--- config.mk ---
export PLATFORM = sky130hd
export DESIGN_NAME = seq_multiplier
export DESIGN_NICKNAME = d
export VERILOG_FILES = /design/src/rtl/mult_pkg.sv /design/src/rtl/mult_ctrl.sv /design/src/rtl/seq_multiplier.sv
export SDC_FILE = /design/constraint.sdc
export NUM_CORES = 1
export LEC_CHECK = 0
export ABC_CLOCK_PERIOD_IN_PS = 27700
export BUFFER_PORTS_ARGS = -buffer_cell sky130_fd_sc_hd__buf_4
export CELL_PAD_IN_SITES_DETAIL_PLACEMENT = 0
export CELL_PAD_IN_SITES_GLOBAL_PLACEMENT = 1
export CORE_ASPECT_RATIO = 0.8
export CORE_MARGIN = 5
export CORE_UTILIZATION = 29
export DETAILED_ROUTE_END_ITERATION = 10
export GPL_ROUTABILITY_DRIVEN = 0
export PLACE_DENSITY = 0.61
export SLEW_MARGIN = 20
export SYNTH_ARGS = -nofsm -noshare
export SYNTH_HDL_FRONTEND = slang
export SYNTH_HIERARCHICAL = 1
export SYNTH_SLANG_ARGS = --single-unit
--- constraint.sdc ---
create_clock -name clk -period 27.7 [get_ports clk]
set_clock_uncertainty 0.2 [all_clocks]
set_input_delay 2.77 -clock clk [delete_from_list [all_inputs] [get_ports clk]]
set_output_delay 2.77 -clock clk [all_outputs]
set_load 0.01 [all_outputs]
--- src/rtl/mult_pkg.sv ---
// Shared types and helpers for the sequential shift-add multiplier.
// Holds the FSM state encoding and the iteration counter width helper.
package mult_pkg;

    localparam int DEF_WIDTH = 32;

    typedef enum logic [1:0] {
        ST_IDLE = 2'd0,
        ST_RUN  = 2'd1,
        ST_DONE = 2'd2
    } state_t;

    // One extra bit so the counter can represent WIDTH itself.
    function automatic int cnt_width(input int w);
        return $clog2(w) + 1;
    endfunction

endpackage

--- src/rtl/mult_ctrl.sv ---
// Control FSM and iteration counter for the shift-add multiplier.
// Ports: clk, rst, start, p_lsb in; load/add/shift/capture/busy/done out.
module mult_ctrl
    import mult_pkg::*;
#(
    parameter int WIDTH = DEF_WIDTH
) (
    input  logic clk,
    input  logic rst,
    input  logic start,
    input  logic p_lsb,
    output logic load,
    output logic add,
    output logic shift,
    output logic capture,
    output logic busy,
    output logic done
);

    localparam int CW = cnt_width(WIDTH);
    localparam logic [CW-1:0] LAST = CW'(WIDTH - 1);

    state_t          state_q, state_d;
    logic [CW-1:0]   cnt_q, cnt_d;

    always_ff @(posedge clk) begin
        if (rst) begin
            state_q <= ST_IDLE;
            cnt_q   <= '0;
        end else begin
            state_q <= state_d;
            cnt_q   <= cnt_d;
        end
    end

    always_comb begin
        state_d = state_q;
        cnt_d   = cnt_q;
        unique case (state_q)
            ST_IDLE: begin
                if (start) begin
                    state_d = ST_RUN;
                    cnt_d   = '0;
                end
            end
            ST_RUN: begin
                cnt_d = cnt_q + 1'b1;
                if (cnt_q == LAST) begin
                    state_d = ST_DONE;
                end
            end
            ST_DONE: state_d = ST_IDLE;
            default: state_d = ST_IDLE;
        endcase
    end

    always_comb begin
        load    = (state_q == ST_IDLE) && start;
        busy    = (state_q == ST_RUN);
        done    = (state_q == ST_DONE);
        add     = busy && p_lsb;
        shift   = busy && !p_lsb;
        // Final iteration: product register takes the step result.
        capture = busy && (cnt_q == LAST);
    end

endmodule

--- src/rtl/seq_multiplier.sv ---
// Sequential unsigned shift-add multiplier, one bit of B per cycle.
// Ports: clk, rst, start, multiplicand, multiplier in; busy, done, product out.
module seq_multiplier
    import mult_pkg::*;
#(
    parameter int WIDTH = DEF_WIDTH
) (
    input  logic               clk,
    input  logic               rst,
    input  logic               start,
    input  logic [WIDTH-1:0]   multiplicand,
    input  logic [WIDTH-1:0]   multiplier,
    output logic               busy,
    output logic               done,
    output logic [2*WIDTH-1:0] product
);

    logic [WIDTH-1:0]   mcand_q, mcand_d;
    logic [2*WIDTH-1:0] p_q, p_d;
    logic [2*WIDTH-1:0] product_q, product_d;

    logic load, add, shift, capture;

    mult_ctrl #(
        .WIDTH(WIDTH)
    ) u_ctrl (
        .clk    (clk),
        .rst    (rst),
        .start  (start),
        .p_lsb  (p_q[0]),
        .load   (load),
        .add    (add),
        .shift  (shift),
        .capture(capture),
        .busy   (busy),
        .done   (done)
    );

    // Ripple-carry adder: upper half of P plus multiplicand, true carry out.
    logic [WIDTH:0]   carry;
    logic [WIDTH-1:0] sum;

    assign carry[0] = 1'b0;

    for (genvar i = 0; i < WIDTH; i++) begin : g_fa
        logic a, b;
        assign a          = p_q[WIDTH+i];
        assign b          = mcand_q[i];
        assign sum[i]     = a ^ b ^ carry[i];
        assign carry[i+1] = (a & b) | (carry[i] & (a ^ b));
    end

    always_comb begin
        mcand_d   = mcand_q;
        p_d       = p_q;
        product_d = product_q;
        if (load) begin
            mcand_d = multiplicand;
            p_d     = {{WIDTH{1'b0}}, multiplier};
        end else if (add) begin
            p_d = {carry[WIDTH], sum, p_q[WIDTH-1:1]};
        end else if (shift) begin
            p_d = {1'b0, p_q[2*WIDTH-1:1]};
        end
        if (capture) begin
            product_d = p_d;
        end
    end

    always_ff @(posedge clk) begin
        if (rst) begin
            mcand_q   <= '0;
            p_q       <= '0;
            product_q <= '0;
        end else begin
            mcand_q   <= mcand_d;
            p_q       <= p_d;
            product_q <= product_d;
        end
    end

    assign product = product_q;

endmodule

Word level (Yosys, flattened, before mapping) --
Index checks and enable logic that the tools add are counted.
Storage, ports and cells: logic and storage cells 185, flip-flop bits (word level) 168, output and inout bits 66
Cells by class: equal/unequal tests 5, $add $sub $neg 1, mux-type cells 8, bitwise gates (word level) 157, reduce and logical (&&, ||, !) cells 9
Operator list (count):
- $mux 64 | 3
- $and 1x1->1 | 63
- $xor 1x1->1 | 63
- $or 1x1->1 | 31
- $pmux 6 s2 | 1
- $add 6x1->6 const B | 1
- $eq 6x5->1 const B | 1
- $mux 6 | 1
- $logic_and 1x1->1 | 4
- $mux 2 | 2
- $pmux 2 s2 | 1
- $reduce_and 2->1 | 2
- $eq 2x1->1 const B | 1
- $eq 2x2->1 const B | 1
- $logic_not 2->1 | 1
- $ne 2x1->1 const B | 1
- $ne 2x2->1 const B | 1
- $reduce_bool 2->1 | 1
- $logic_not 1->1 | 1

Depth between registers and ports, before layout --
word-level depth 65, depth in mapped cells 38, depth with buffers taken out 38

Hierarchy --
The synthesis kept the hierarchy.
By module, submodules not included:
- seq_multiplier | times used 1, area each 7596.0 um^2, cells an instance 806, sequential area each 3203.1 um^2
- mult_ctrl | times used 1, area each 411.6 um^2, cells an instance 49, sequential area each 160.2 um^2

Worst setup path after synthesis --
Ideal clock, no wire load.
path type reg2reg, start register p_q[32], end register p_q[62], cell stages (with the launch flop) 38, setup time 0.122 ns, arrival time 12.356 ns, data required time 27.378 ns, setup slack 15.022 ns, clock period less this slack 12.678 ns, path buffers 0, cell sequence dfxtp_1 ha_1 inv_1 fa_1 fa_1 fa_1 fa_1 fa_1 fa_1 fa_1 fa_1 fa_1 fa_1 fa_1 fa_1 fa_1 fa_1 fa_1 [... 2 more ...] fa_1 fa_1 fa_1 fa_1 fa_1 fa_1 fa_1 fa_1 fa_1 fa_1 fa_1 fa_1 inv_1 fa_1 inv_1 fa_1 nand2_1 nor3b_1
On the way: cells in the longest elaborated chain, start to end 64
RTL lines:
- start: declaration | line seq_multiplier.sv:19 | logic [2*WIDTH-1:0] p_q, p_d;
- start signal: assignment | line seq_multiplier.sv:77 | p_q <= p_d;
- $and 1x1->1 (2 in a row) | line seq_multiplier.sv:50 | assign carry[i+1] = (a & b) | (carry[i] & (a ^ b));
- $or 1x1->1 | line seq_multiplier.sv:50
- $and 1x1->1 | line seq_multiplier.sv:50
- $or 1x1->1 | line seq_multiplier.sv:50
- $and 1x1->1 | line seq_multiplier.sv:50
- $or 1x1->1 | line seq_multiplier.sv:50
- $and 1x1->1 | line seq_multiplier.sv:50
- $or 1x1->1 | line seq_multiplier.sv:50
- [... 47 more ...]
- $or 1x1->1 | line seq_multiplier.sv:50
- $and 1x1->1 | line seq_multiplier.sv:50
- $or 1x1->1 | line seq_multiplier.sv:50
- $and 1x1->1 | line seq_multiplier.sv:50
- $or 1x1->1 | line seq_multiplier.sv:50
- $xor 1x1->1 | line seq_multiplier.sv:49 | assign sum[i] = a ^ b ^ carry[i];
- $mux 64 | line seq_multiplier.sv:60 | end else if (add) begin
- $mux 64 | line seq_multiplier.sv:57 | if (load) begin
Every way passes these cells. A chain may end at the register's enable or synchronous reset.

Worst setup path in the final report --
Ends and elaborated chain as after synthesis.

==> flow_summary.yaml <==
synth:
  synth_most_common_cell: "dfxtp_1"
  yosysWarnings: 6
  synth_edf_count: 0
  ys_ff_latch: 168
  synth_top_area_cell: "dfxtp_1"
  synth.cell_area_sq_um: 8010
  syn_avg_cell_area_sq_um: 9.37
  synth_common_cells: "dfxtp_1, nand2_1, nor2_1"
  syn_inst: 855
  netlist.area_leader.share_pct: 42.0
  ys_seq_area_share_pct: 42.0
  syn_nets: 955
  synthTopCellsByArea: "dfxtp_1, a211oi_2, fa_1"
  synth_flop_cell: "dfxtp_1"
  synth_async_sr_flop_share_pct: 0
  ys_types: 43
die:
  pin_count: 133
  die_h_um: 159
  core_sq_um: 27200
  die_area_sq_um: 31100
  row_count: 54
  start_util_pct: 29.4
  fp.dieW_um: 196
power:
  p_int_uw: 405
  p_sw_share_pct: 27.4
  leakagePower_uw: 0.00344
  power.switching_uw: 153
  power_frac_comb_pct: 11.5
  seqPwrFrac_pct: 45.9
  max-vdd-ir-drop_uv: 41.2
  clockPowerShare_pct: 42.6
  powerDensity_nw_per_um2: 57.1
route:
  routedWlPerCell_um: 15.5
  via_count: 6017
  drt_iter0_markers: 226
  drc_errors: 0
  routed_via_density: 4.53
  first_pass_iters: 4
  postRouteWirelength_um: 20600
  postRouteAntennaNets: 0
cells_and_area:
  layoutNonFillerInstCount: 1329
  nets: 1052
  area_delta_synth_final_pct: 22.0
  diodes: 0
  fillers: 2814
  drive_gt1_share_pct: 25.2
  final_util_pct: 35.9
  design_area_sq_um: 9770
hold_path:
  min_path_cells: 2
  hold_class: "reg -> reg"
grt:
  track_usage_pct: 13.6
  grt_overflow: 0
  top_usage_layer: "met2"
  grt_pass1_wl_um: 33600
  grt_use_met1_pct: 19.1
  grt_pass1_vias: 6225
  antenna_found_initial: 0
  grt_max_degree: 75
  grt_util_met3_pct: 3.32
  use_met2_pct: 20.6
timing:
  max_freq_ghz: 0.0753
  hold_violations: 0
  slew_headroom_pct: 36.3
  setup_viol: 0
  layout_setup_ws_ps: 14410
  period_minus_slack_ps: 13290
  slew_viol_final: 0
  fin_setup_tns_ps: 0
  tightest_slew_ps: 955
  finalCritPeriodShare_pct: 48.0
  rsz0062_at_grt: "no"
clock_tree:
  insertion_delay_ps: 440
  tritoncts: "done"
  cts.sinks: 168
  ctsResizeCount: 0
  cts_htree_levels: 4
  hold_buffers: 0
  cts_setup_buffers: 0
  cts_made_buffers: 17
  clockRootBuffer: "clkbuf_16"
  clock_path_buffers: 2
  clk_pin_slew_ps: 70
placement:
  placed_cell_area_sq_um: 9170
  place_hpwl_um: 13500
  dp.cells: 1296
  post-place-ws_ps: 14440
  portBuffers: 132
critical_path:
  critPathCaptureType: "register"
  cp_slowest_cell: "fa_1"
  cp_data_arrival_time_ps: 13400
  slowest_delay_ps: 470
  startpoint_type: "register"
  setup.worst_path.class: "reg -> reg"
  path_max_fanout: 3
  r2r_cells: 37
  required_ps: 27820
  cp_common_cell: "fa_1"
run_status:
  status: "finished, final reports clean"
job:
  maxCapViolCount: 0
==> sequential cells by signal, indices dropped and copies added, names as in the netlist <==
signal / flops
u_ctrl/cnt_q: 6
p_q: 64
product: 64
u_ctrl/state_q: 2
mcand_q: 32
==> cell usage in the layout, fill, tap and decap left out, types with 3 or more instances in the layout <==
cell type	count
nand2_1	130
a21oi_1	6
o21ai_1	31
buf_4	141
o21a_1	31
nor2_1	67
clkinv_2	3
a211oi_2	57
inv_1	66
mux2i_1	33
clkbuf_16	17
nand2b_1	4
dfxtp_1	168
nor3_1	34
nor3b_1	31
inv_6	7
nand3_1	4
nor2b_1	32
fa_1	31
a211oi_1	6
o32ai_1	31
==> area by class of cell <==
| cell class | instances | area, sq um | share of cell area, % |
|---|---|---|---|
| Clock buffer | 18 | 439 | 4.50 |
| Timing Repair Buffer | 142 | 1080 | 11.0 |
| Clock inverter | 14 | 135 | 1.38 |
| Tap cell | 364 | 455 | 4.66 |
| Sequential cell | 168 | 3360 | 34.4 |
| Multi-Input combinational cell | 555 | 4040 | 41.3 |
| Inverter | 68 | 258 | 2.64 |
==> cells by family after synthesis <==
family / Yosys count / share of synthesized area, %
compound gates: 172 / 19.1
mux: 35 / 4.45
simple gates: 315 / 18.6
buf+inv: 132 / 7.80
flops: 168 / 42.0
fa+ha+maj: 33 / 8.06
==> per-layer routing <==
| metal | up-vias | share of wire (%) |
|---|---|---|
| met5 | - | 0 |
| met4 | 0 | 1.4 |
| met3 | 17 | 4.0 |
| met2 | 101 | 43 |
| met1 | 2804 | 51 |
| li1 | 3095 | - |
==> power by group through the flow <==
stage / Sequential [uW] / Combinational (uW) / Clock (uW)
2_1_floorplan: 260 / 49.1 / 0
3_3_place_gp: 262 / 64.8 / 0
3_5_place_dp: 262 / 64.3 / 0
4_1_cts: 256 / 64.6 / 247
5_1_grt: 258 / 72.3 / 255
6_report: 256 / 64.0 / 238
==> final timing paths <==
check / end / from / slack [ps]
setup / recovery: p_q[62] / p_q[32] / 14410
hold / removal: product[37] / product[37] / 250
setup reg to reg: p_q[62] / p_q[32] / 14410
hold reg to reg: product[37] / product[37] / 250
==> worst max-delay path, delay by kind of cell, from the launching register on <==
| kind | cells | cell delay [ps] |
|---|---|---|
| fa+ha+maj | 32 | 12210 |
| flops | 1 | 350 |
| simple gates | 2 | 240 |
| buf+inv | 3 | 190 |
==> per-stage QoR <==
stage          power [uW]  hold slack [ps]
3_3_place_gp          327              239
3_5_place_dp          326              241
5_1_grt               585              267
4_1_cts               568              253
2_1_floorplan         310              260
6_report              558              250
No activity file was read; power rests on OpenSTA's default activity.
